`config.mk`:
```
export PLATFORM = sky130hd
export DESIGN_NAME = pipe_skid_reg
export DESIGN_NICKNAME = d
export VERILOG_FILES = /design/src/rtl/pipe_skid_reg.sv
export SDC_FILE = /design/constraint.sdc
export NUM_CORES = 1
export LEC_CHECK = 0
export ABC_AREA = 1
export CAP_MARGIN = 20
export CELL_PAD_IN_SITES_DETAIL_PLACEMENT = 1
export CELL_PAD_IN_SITES_GLOBAL_PLACEMENT = 2
export CORE_ASPECT_RATIO = 0.6
export CORE_UTILIZATION = 31
export CTS_BUF_LIST = sky130_fd_sc_hd__clkbuf_16
export DETAILED_ROUTE_END_ITERATION = 6
export PLACE_DENSITY = 0.91
export SLEW_MARGIN = 10
export SYNTH_ARGS = -nofsm -noshare
export SYNTH_HDL_FRONTEND = slang
export SYNTH_SLANG_ARGS = --single-unit
```
`constraint.sdc`:
```
create_clock -name clk -period 40.5 [get_ports clk]
set_clock_uncertainty 0.05 [all_clocks]
set_input_delay 6.075 -clock clk [delete_from_list [all_inputs] [get_ports clk]]
set_output_delay 6.075 -clock clk [all_outputs]
set_load 0.005 [all_outputs]
```
`src/rtl/pipe_skid_reg.sv`:
```
// Pipeline stage register with a two-entry skid buffer, valid/ready handshake,
// synchronous flush and a saturating stall-cycle counter.
module pipe_skid_reg #(
    parameter int DATA_W = 200,
    parameter int EXC_W  = 5,
    parameter int CNT_W  = 32
) (
    input  logic              clk,
    input  logic              reset,
    input  logic              flush,
    input  logic              in_valid,
    output logic              in_ready,
    input  logic [DATA_W-1:0] in_data,
    input  logic [EXC_W-1:0]  in_exc,
    input  logic              in_bd,
    output logic              out_valid,
    input  logic              out_ready,
    output logic [DATA_W-1:0] out_data,
    output logic [EXC_W-1:0]  out_exc,
    output logic              out_bd,
    output logic [1:0]        occupancy,
    output logic [CNT_W-1:0]  stall_cnt
);

    // Encoding doubles as the occupancy count.
    typedef enum logic [1:0] {
        EMPTY = 2'd0,
        ONE   = 2'd1,
        FULL  = 2'd2
    } state_t;

    state_t              state_q, state_d;
    logic                in_ready_q, in_ready_d;
    logic [DATA_W-1:0]   m_data_q, m_data_d, s_data_q, s_data_d;
    logic [EXC_W-1:0]    m_exc_q, m_exc_d, s_exc_q, s_exc_d;
    logic                m_bd_q, m_bd_d, s_bd_q, s_bd_d;
    logic [CNT_W-1:0]    stall_q, stall_d;
    logic                in_fire, out_fire, valid_int;

    assign valid_int = (state_q != EMPTY);
    assign in_fire   = in_valid & in_ready_q;
    assign out_fire  = valid_int & out_ready;

    always_comb begin
        state_d  = state_q;
        m_data_d = m_data_q;
        m_exc_d  = m_exc_q;
        m_bd_d   = m_bd_q;
        s_data_d = s_data_q;
        s_exc_d  = s_exc_q;
        s_bd_d   = s_bd_q;
        if (flush) begin
            state_d  = EMPTY;
            m_data_d = '0;
            m_exc_d  = '0;
            m_bd_d   = 1'b0;
            s_data_d = '0;
            s_exc_d  = '0;
            s_bd_d   = 1'b0;
        end else begin
            case (state_q)
                EMPTY: begin
                    if (in_fire) begin
                        state_d  = ONE;
                        m_data_d = in_data;
                        m_exc_d  = in_exc;
                        m_bd_d   = in_bd;
                    end
                end
                ONE: begin
                    if (in_fire && out_fire) begin
                        m_data_d = in_data;
                        m_exc_d  = in_exc;
                        m_bd_d   = in_bd;
                    end else if (in_fire) begin
                        state_d  = FULL;
                        s_data_d = in_data;
                        s_exc_d  = in_exc;
                        s_bd_d   = in_bd;
                    end else if (out_fire) begin
                        state_d  = EMPTY;
                        m_data_d = '0;
                        m_exc_d  = '0;
                        m_bd_d   = 1'b0;
                    end
                end
                FULL: begin
                    if (out_fire) begin
                        state_d  = ONE;
                        m_data_d = s_data_q;
                        m_exc_d  = s_exc_q;
                        m_bd_d   = s_bd_q;
                        s_data_d = '0;
                        s_exc_d  = '0;
                        s_bd_d   = 1'b0;
                    end
                end
                default: begin
                    state_d = EMPTY;
                end
            endcase
        end
        in_ready_d = (state_d != FULL);
    end

    // Counts stalls in the flush cycle too; only reset clears it.
    always_comb begin
        stall_d = stall_q;
        if (valid_int && !out_ready && (stall_q != {CNT_W{1'b1}}))
            stall_d = stall_q + {{(CNT_W-1){1'b0}}, 1'b1};
    end

    always_ff @(posedge clk or posedge reset) begin
        if (reset) begin
            state_q    <= EMPTY;
            in_ready_q <= 1'b1;
            m_data_q   <= '0;
            m_exc_q    <= '0;
            m_bd_q     <= 1'b0;
            s_data_q   <= '0;
            s_exc_q    <= '0;
            s_bd_q     <= 1'b0;
            stall_q    <= '0;
        end else begin
            state_q    <= state_d;
            in_ready_q <= in_ready_d;
            m_data_q   <= m_data_d;
            m_exc_q    <= m_exc_d;
            m_bd_q     <= m_bd_d;
            s_data_q   <= s_data_d;
            s_exc_q    <= s_exc_d;
            s_bd_q     <= s_bd_d;
            stall_q    <= stall_d;
        end
    end

    assign in_ready  = in_ready_q;
    assign out_valid = valid_int;
    assign out_data  = m_data_q;
    assign out_exc   = m_exc_q;
    assign out_bd    = m_bd_q;
    assign occupancy = state_q;
    assign stall_cnt = stall_q;

endmodule

```
==> results of run 1 <==
-- layer usage --
metal / vias to the layer above / global-route usage [%] / part of all wire (%)
li1: 9561 / - / -
met1: 10000 / 29.50 / 46
met2: 356 / 34.87 / 47
met3: 90 / 5.020 / 5.5
met4: 10 / 5.365 / 1.8
met5: - / 0 / 0.086
-- sequential cells by signal, indices dropped and copies added (netlist names) --
signal     cells
occupancy      2
s_bd_q         1
stall_cnt     32
s_data_q     200
out_bd         1
in_ready       1
s_exc_q        5
out_exc        5
out_data     200
-- power by group through the flow --
stage                     clock network [mW]  registers, mW  logic, mW
after CTS                              0.420          0.718      0.752
after global routing                   0.438          0.735      0.827
final                                  0.405          0.717      0.741
after floorplan                            0          0.701      0.369
after detailed placement                   0          0.721      0.748
after global placement                     0          0.715      0.719
-- layout make-up --
class                           instances  area, sq um
Inverter                               38        150.1
Timing Repair Buffer                  477         4808
Clock buffer                           49         1226
Antenna cell                            9        22.52
Multi-Input combinational cell       2177         8932
Sequential cell                       447        11190
Tap cell                              900         1126
Fill cell                            8175        38890
Clock inverter                         34        152.6
-- worst register-to-register path, stage by stage, from the launching register on --
cell	delay, ns
dfrtp_1	0.42
inv_1	0.20
ha_4	0.71
nand3_1	0.37
nand3_4	0.73
buf_6	0.70
buf_4	0.89
o21ai_0	0.28
-- worst paths after layout --
path	startpoint	to	slack (ns)	cells after the start
hold reg to reg	out_data[80]	out_data[80]	0.43	2
setup reg to reg	occupancy[0]	s_data_q[38]	35.98	7
max in group asynchronous	reset	s_data_q[116]	32.16	5
hold / removal	out_data[80]	out_data[80]	0.43	2
setup / recovery	flush	out_data[29]	31.17	9
min in group asynchronous	reset	out_data[178]	5.86	2
-- cells by family after synthesis --
group                      Yosys count
buffers and inverters              222
DFF                                447
AOI/OAI and AO/OA                  216
adders and majority gates            5
and+or+nand+nor                   1944
xor gates and xnor gates            12
-- layout by cell type (no fill, tap or decap), types with 11 or more instances in the layout --
cell type | Yosys | routed
clkdlybuf4s50_1 | 0 | 452
inv_1 | 35 | 49
clkbuf_16 | 0 | 49
o21ai_0 | 214 | 214
nand3_1 | 233 | 232
buf_4 | 0 | 19
dfrtp_1 | 446 | 446
nand2_1 | 1642 | 1641
nor2_1 | 59 | 59
clkinv_1 | 0 | 11
==> reports/qor.yml, run 1 <==
status: "complete, no violations"
port-buffer-count: 452
slew_headroom_pct: 22.93
die_x_microns: 337.5
gp_congestion: 0.8478
max_cap_violations: 0
hold_ws_ns: 0.4298
ys_seq_area_share_pct: 53.43
num_rows: 73
postSynthCellCount: 2846
intPower_mw: 1.120
chipHeight_microns: 203.3
synthMostInstantiatedCell: "nand2_1"
io_pins: 453
setup_violations: 0
remaining_drc_errors: 0
p_sw_share_pct: 39.88
ys.flop_type: "dfrtp_1"
end_kind: "flop"
clock_latency_ns: 0.58
place_inst: 4037
grt_pass1_vias: 20970
fin_area_sq_um: 27610
grt_util_all_layers_pct: 21.71
power_density_nw_per_um2: 67.50
start_util_pct: 31.49
ant_nets: 0
crit_type: "in -> reg"
ys_seq_elements: 447
synth_area_leaders: "dfrtp_1 53%, nand2_1 29%, nand3_1 5.6%, o21ai_0 5.1%, clkbuf_1 2.3%"
die-area_sq_um: 68620
finalSetupTns_ns: 0
maxClockFrequency_mhz: 107.2
stdcell_count: 4131
synth_nets: 3062
tightest_slew_ns: 1.156
fin_util_pct: 41.52
startpoint_type: "primary input"
synthMuxAreaShare_pct: 0
drt_iter0_markers: 1147
crit_buf_inv: 4
period_minus_slack_ns: 9.326
antenna_found_initial: 14
place_area_sq_um: 26150
syn-cell-area_sq_um: 20940
arrival_ns: 9.79
yosysUniqueCellTypes: 21
ctsResizeCount: 0
post_cts_buffers: 0
ir_drop_v: 0.00004076
cts_tree: "yes"
crit_slowest_cell: "buf_4"
hold_viol_final: 0
p_total_mw: 1.863
clockBufferDepth: 3
grt.overflow.total: 0
synth_enable_flop_cells: 0
syn_to_final_growth_pct: 31.84
vias: 20020
wire_per_inst_microns: 18.11
clockPowerShare_pct: 21.7
grt_max_degree: 208
slew_violations: 0
cpLargestDelayFamily: "buffers and inverters"
fin_ws_ns: 31.17
rsz0062_at_grt: "false"
drive_gt1_share_pct: 2.948
htree_levels: 2
dr.pass1.iters: 5
synth_top_family_by_area: "simple AND/OR/NAND/NOR gates"
dp_hpwl_microns: 48250
hp-class: "reg -> reg"
synth_fa_ha_area_share_pct: 0.2988
core_sq_um: 66490
syn_area_per_cell_sq_um: 7.357
wirelength_microns: 74820
synthArstFlopShare_pct: 100.0
critPathMaxStageDelay_ns: 0.84
path_cells: "clkdlybuf4s50_1, nor2_4, buf_12, nand3_1, nand4_4, buf_4, buf_4, nand2_1, nand2_1"
cts_root_buffer: "clkbuf_16"
netlist_top_cells_count: "1642 x nand2_1, 446 x dfrtp_1, 233 x nand3_1, 214 x o21ai_0, 128 x clkbuf_1"
cts_buffers: 48
leakagePower_nw: 13.55
crit_required_ns: 40.97
grt_pass1_wl_microns: 119200
place_ws_ns: 30.41
comb_power_share_pct: 39.8
ys_warn_count: 0
vias_per_cell: 4.846
p_sw_mw: 0.7431
synth_top_area_share_pct: 53.30
cts_sinks: 447
synth_xor_area_share_pct: 0.5019
synthSimpleGateAreaFrac_pct: 36.39
fin_crit_sh_pct: 23.03
hold_buffers: 0
synth-compound-area-share_pct: 5.163
critPathMaxFanout: 207
fin_nets: 3405
synth.largest_area_cell: "dfrtp_1"
pwr-share-seq_pct: 38.5
clk_pin_slew_ns: 0.06
No activity file was read; power rests on OpenSTA's default activity.
==> run 2, diff against run 1 <==
Settings changed: CORE_UTILIZATION 31 to 26, PLACE_DENSITY 0.91 to 0.82.
Clock period 40.5 ns to 8.2 ns, I/O delays scaled along.
==> reports/qor.yml, run 2 (synthesis results as in run 1) <==
status: "complete, no violations"
startpoint_type: "primary input"
num_rows: 80  # +9.6%
tightest_slew_ns: 1.030  # -0.1260 ns
port-buffer-count: 452  # unchanged
period_minus_slack_ns: 4.248
p_sw_mw: 3.727  # +400%
reg2reg_to: "out_data[69]"
finalSetupTns_ns: 0  # unchanged
post_cts_buffers: 0  # unchanged
crit_type: "in -> reg"
grt_max_degree: 160  # -23%
drive_gt1_share_pct: 3.190  # +0.24 points
critPathMaxFanout: 139  # -33%
cts_buffers: 49  # +2.1%
rsz0062_at_grt: "false"
ant_nets: 0  # unchanged
grt_util_all_layers_pct: 18.49  # -3.2 points
hold_buffers: 0  # unchanged
hold_viol_final: 0  # unchanged
clock_latency_ns: 0.60  # +0.02 ns
critPathLaunch: "flush"
p_sw_share_pct: 39.74  # -0.14 points
leakagePower_nw: 13.56  # about the same
r2r_start: "occupancy[0]"
cts_tree: "yes"
intPower_mw: 5.650  # +400%
setup_violations: 0  # unchanged
crit_end: "out_data[69]"
gp_congestion: 0.7945  # -6.3%
io_pins: 453  # unchanged
comb_power_share_pct: 38.9  # -0.9 points
crit_required_ns: 8.67  # -32.30 ns
reg2reg_depth: 10  # +3
cts_root_buffer: "clkbuf_16"
fillers: 9680  # +18%
pwr-share-seq_pct: 37.7  # -0.8 points
dp_hpwl_microns: 46850  # -2.9%
antenna_found_initial: 5  # -9
fin_nets: 3407  # +0.059%
clk_pin_slew_ns: 0.06  # about the same
hold_ws_ns: 0.4235  # -0.006320 ns
maxClockFrequency_mhz: 235.4
core_sq_um: 79580  # +20%
chipHeight_microns: 221.8  # +9.1%
slew_headroom_pct: 31.32  # +8.4 points
vias: 19600  # -2.1%
power_density_nw_per_um2: 336.1  # +400%
start_util_pct: 26.31  # -5.2 points
ctsResizeCount: 0  # unchanged
die_x_microns: 368.4  # +9.1%
end_kind: "flop"
wire_per_inst_microns: 17.59  # -2.9%
remaining_drc_errors: 0  # unchanged
hp-class: "reg -> reg"
r2r_slack_ns: 4.36  # -31.62 ns
arrival_ns: 4.72  # -5.07 ns
htree_levels: 2  # unchanged
fin_crit_sh_pct: 51.81
slew_violations: 0  # unchanged
max_cap_violations: 0  # unchanged
grt.overflow.total: 0  # unchanged
clockBufferDepth: 3  # unchanged
fin_util_pct: 35.06  # -6.5 points
ir_drop_v: 0.0002366  # +480%
grt_pass1_vias: 20330  # -3.1%
layout_common_cells: "1641 x nand2_1, 452 x clkdlybuf4s50_1, 446 x dfrtp_1, 232 x nand3_1, 214 x o21ai_0"
min_delay_path_depth: 2  # unchanged
die-area_sq_um: 81710  # +19%
grt_pass1_wl_microns: 120800  # +1.4%
dr.pass1.iters: 5  # unchanged
drt_iter0_markers: 1276  # +11%
wirelength_microns: 75630  # +1.1%
layout_commonest_cell: "nand2_1"
clockPowerShare_pct: 23.4  # +1.7 points
syn_to_final_growth_pct: 33.23
vias_per_cell: 4.560  # -5.9%
cts_sinks: 447  # unchanged
==> run 2: cell types whose count changed in the layout (fill, tap and decap cells not counted), sizes merged <==
| cell | change |
|---|---|
| diode | -5 |
| clkinv | +8 |
| inv | -9 |
| clkinvlp | +3 |
| bufinv | +4 |
| buf | +1 |
==> run 2: layout make-up <==
type / instances / area [sq um] / area share [%]
Multi-Input combinational cell: 2177 / 8932 / 32.02
Tap cell: 1066 / 1334 / 4.781
Timing Repair Buffer: 478 / 4757 / 17.05
Antenna cell: 4 / 10.01 / 0.03588
Clock inverter: 40 / 304.0 / 1.090
Clock buffer: 49 / 1226 / 4.395
Inverter: 38 / 146.4 / 0.5248
Sequential cell: 447 / 11190 / 40.10
==> run 2: worst min path at each step <==
stage / startpoint / endpoint / slack (ns)
detailed placement: out_data[39] / out_data[39] / 0.41
global placement: out_data[86] / out_data[86] / 0.41
CTS: out_data[39] / out_data[39] / 0.43
finish: out_data[87] / out_data[87] / 0.42
global route: out_data[85] / out_data[85] / 0.45
floorplan: s_data_q[100] / s_data_q[100] / 0.40
==> run 2: per-layer routing <==
metal	global-route usage, %	vias up	share of wire (%)
li1	-	9592	-
met1	27.22	9565	50
met2	28.37	373	44
met3	3.197	72	4.5
met4	3.587	2	1.4
met5	0	-	0.017
==> run 2: critical path, stage by stage <==
cell and delay (ns):
clkdlybuf4s50_1 0.55, nor2_4 0.16, buf_12 0.48, nand3_1 0.25, nand4_4 0.18, buf_4 0.66, buf_4 0.86, nand2_1 0.14
nand2_1 0.11
==> run 2: through the flow <==
stage | cells | setup WS (ns) | cell area (sq um) | total power, mW
floorplan | 2846 | 0.8777 | 20940 | 5.286
global placement | 4206 | 3.314 | 26360 | 7.223
detailed placement | 4206 | 3.227 | 26360 | 7.281
CTS | 4295 | 3.845 | 27890 | 9.557
global route | 4298 | 3.653 | 27890 | 10.08
finish | 4299 | 3.952 | 27900 | 9.377
==> run 2: power groups by stage <==
stage | Sequential (mW) | Combinational (mW) | Clock [mW]
final | 3.54 | 3.65 | 2.19
after global routing | 3.64 | 4.08 | 2.36
after CTS | 3.54 | 3.74 | 2.28
after detailed placement | 3.56 | 3.72 | 0
after global placement | 3.56 | 3.66 | 0
after floorplan | 3.46 | 1.82 | 0
==> run 3, diff against run 2 <==
Settings changed: CORE_UTILIZATION 26 to 29, PLACE_DENSITY 0.82 to 0.86.
Clock period 8.2 ns to 4.1 ns, I/O delays scaled along.
==> reports/qor.yml, run 3 (synthesis results as in run 1) <==
grt_pass1_vias: 21430  # +5.4%
crit_required_ns: 4.52  # -4.15 ns
die_x_microns: 348.9  # -5.3%
layout_common_cells: "1641 x nand2_1, 452 x clkdlybuf4s50_1, 446 x dfrtp_1, 232 x nand3_1, 214 x o21ai_0"
dr.pass1.iters: 5  # unchanged
setup_violations: 0  # unchanged
startpoint_type: "flop"
clock_latency_ns: 0.59  # about the same
ant_nets: 0  # unchanged
grt.overflow.total: 0  # unchanged
max_cap_violations: 0  # unchanged
cts_sinks: 447  # unchanged
cts_buffers: 47  # -4.1%
clockBufferDepth: 3  # unchanged
drt_iter0_markers: 1281  # +0.39%
place_ws_ns: 1.000  # -2.227 ns
fin_util_pct: 39.62  # +4.6 points
die-area_sq_um: 73320  # -10%
hp-class: "reg -> reg"
wirelength_microns: 77960  # +3.1%
fillers: 8536  # -12%
end_kind: "flop"
dp_hpwl_microns: 48860  # +4.3%
gp_congestion: 0.8399  # +5.7%
slew_headroom_pct: 10.17  # -21 points
wl_met2_microns: 35890  # +8.5%
clk_pin_slew_ns: 0.06  # about the same
slew_violations: 0  # unchanged
crit_type: "reg -> reg"
fin_area_sq_um: 28000  # +0.37%
hold_viol_final: 0  # unchanged
status: "complete, no violations"
ctsResizeCount: 0  # unchanged
wire_per_inst_microns: 18.56  # +5.5%
comb_power_share_pct: 39.6  # +0.7 points
port-buffer-count: 452  # unchanged
remaining_drc_errors: 0  # unchanged
fin_crit_sh_pct: 74.59
cts_root_buffer: "clkbuf_16"
hold_buffers: 0  # unchanged
p_sw_share_pct: 39.72  # about the same
clockPowerShare_pct: 23.3  # about the same
tightest_slew_ns: 1.348  # +0.3174 ns
wl_met3_microns: 4358  # +28%
io_pins: 453  # unchanged
syn_to_final_growth_pct: 33.72
intPower_mw: 11.45  # +100%
grt_max_degree: 207  # +29%
met1_length_microns: 36170  # -5.0%
drive_gt1_share_pct: 3.532  # +0.34 points
start_util_pct: 29.63  # +3.3 points
cts_tree: "yes"
pwr-share-seq_pct: 37.1  # -0.6 points
antenna_found_initial: 18  # +13
vias_per_cell: 4.795  # +5.1%
core_sq_um: 70660  # -11%
p_total_mw: 18.99  # +100%
ir_drop_v: 0.0009058  # +280%
num_rows: 75  # -6.3%
post_cts_buffers: 0  # unchanged
fin_nets: 3409  # +0.059%
arrival_ns: 3.47  # -1.25 ns
period_minus_slack_ns: 3.058
htree_levels: 2  # unchanged
leakagePower_nw: 13.66  # +0.69%
grt_util_all_layers_pct: 21.24  # +2.8 points
power_density_nw_per_um2: 678.2  # +100%
maxClockFrequency_mhz: 327.0
p_sw_mw: 7.543  # +100%
fin_ws_ns: 1.042  # -2.910 ns
vias: 20140  # +2.7%
layout_commonest_cell: "nand2_1"
grt_pass1_wl_microns: 123800  # +2.5%
chipHeight_microns: 210.1  # -5.3%
place_area_sq_um: 26460  # +0.38%
rsz0062_at_grt: "false"
topRoutingLayerUsed: "met5"
critPathMaxFanout: 27  # -81%
==> run 3: cell types whose count changed in the layout (fill, tap and decap cells not counted) <==
cell        change
buf_4          -12
clkinv_8        -2
bufinv_16       +2
inv_6           +1
clkinv_1       -12
diode_2         +6
clkbuf_16       -2
buf_12         +16
clkinvlp_4      +1
clkinv_2        +6
clkinv_4        +1
==> run 3: through the flow <==
stage / std cells / TNS, ns / hold slack [ns]
finish: 4200 / 0 / 0.4275
global route: 4196 / 0 / 0.4533
CTS: 4190 / 0 / 0.4318
global placement: 4106 / 0 / 0.4110
floorplan: 2846 / -1163.81 / 0.4027
detailed placement: 4106 / 0 / 0.4139
==> run 3: worst paths after layout <==
path	startpoint	to	slack, ns	depth (start not counted)
setup / recovery	stall_cnt[0]	stall_cnt[31]	1.04	10
hold / removal	out_data[172]	out_data[172]	0.43	2
setup reg to reg	stall_cnt[0]	stall_cnt[31]	1.04	10
hold reg to reg	out_data[172]	out_data[172]	0.43	2
max in group asynchronous	reset	stall_cnt[0]	2.50	4
min in group asynchronous	reset	out_data[194]	0.48	2
==> run 3: layer usage <==
layer | GRT usage (%) | vias up
met3 | 4.598 | 99
met5 | 0 | -
li1 | - | 9575
met2 | 33.94 | 429
met1 | 29.11 | 10020
met4 | 5.581 | 14
==> run 3: worst max-delay path, cell delays in order (launching register included) <==
cell and delay [ns]:
dfrtp_1 0.42, ha_1 0.33, inv_1 0.09, nor2_1 0.13
nand2_1 0.17, nor2_1 0.26, nand2_1 0.19, nand2_1 0.59
inv_2 0.45, nand2_1 0.17, nand2_1 0.07
==> run 3: power by group through the flow <==
stage          logic [mW]  clock network [mW]  registers [mW]
6_report             7.53                4.42            7.05
5_1_grt              8.36                4.71            7.26
4_1_cts              7.67                4.57            7.06
3_5_place_dp         7.62                   0            7.11
3_3_place_gp         7.41                   0            7.03
2_1_floorplan        3.65                   0            6.93
==> run 3: area by class of cell <==
| class | instances | area [sq um] | area share, % |
|---|---|---|---|
| antenna | 10 | 25.02 | 0.08937 |
| clock buffer | 47 | 1176 | 4.201 |
| clock inverter | 37 | 341.6 | 1.220 |
| inverter | 38 | 146.4 | 0.5228 |
| multi-input combinational | 2177 | 8932 | 31.90 |
| sequential | 447 | 11190 | 39.95 |
| tap | 962 | 1204 | 4.299 |
| timing repair buffer | 482 | 4987 | 17.81 |
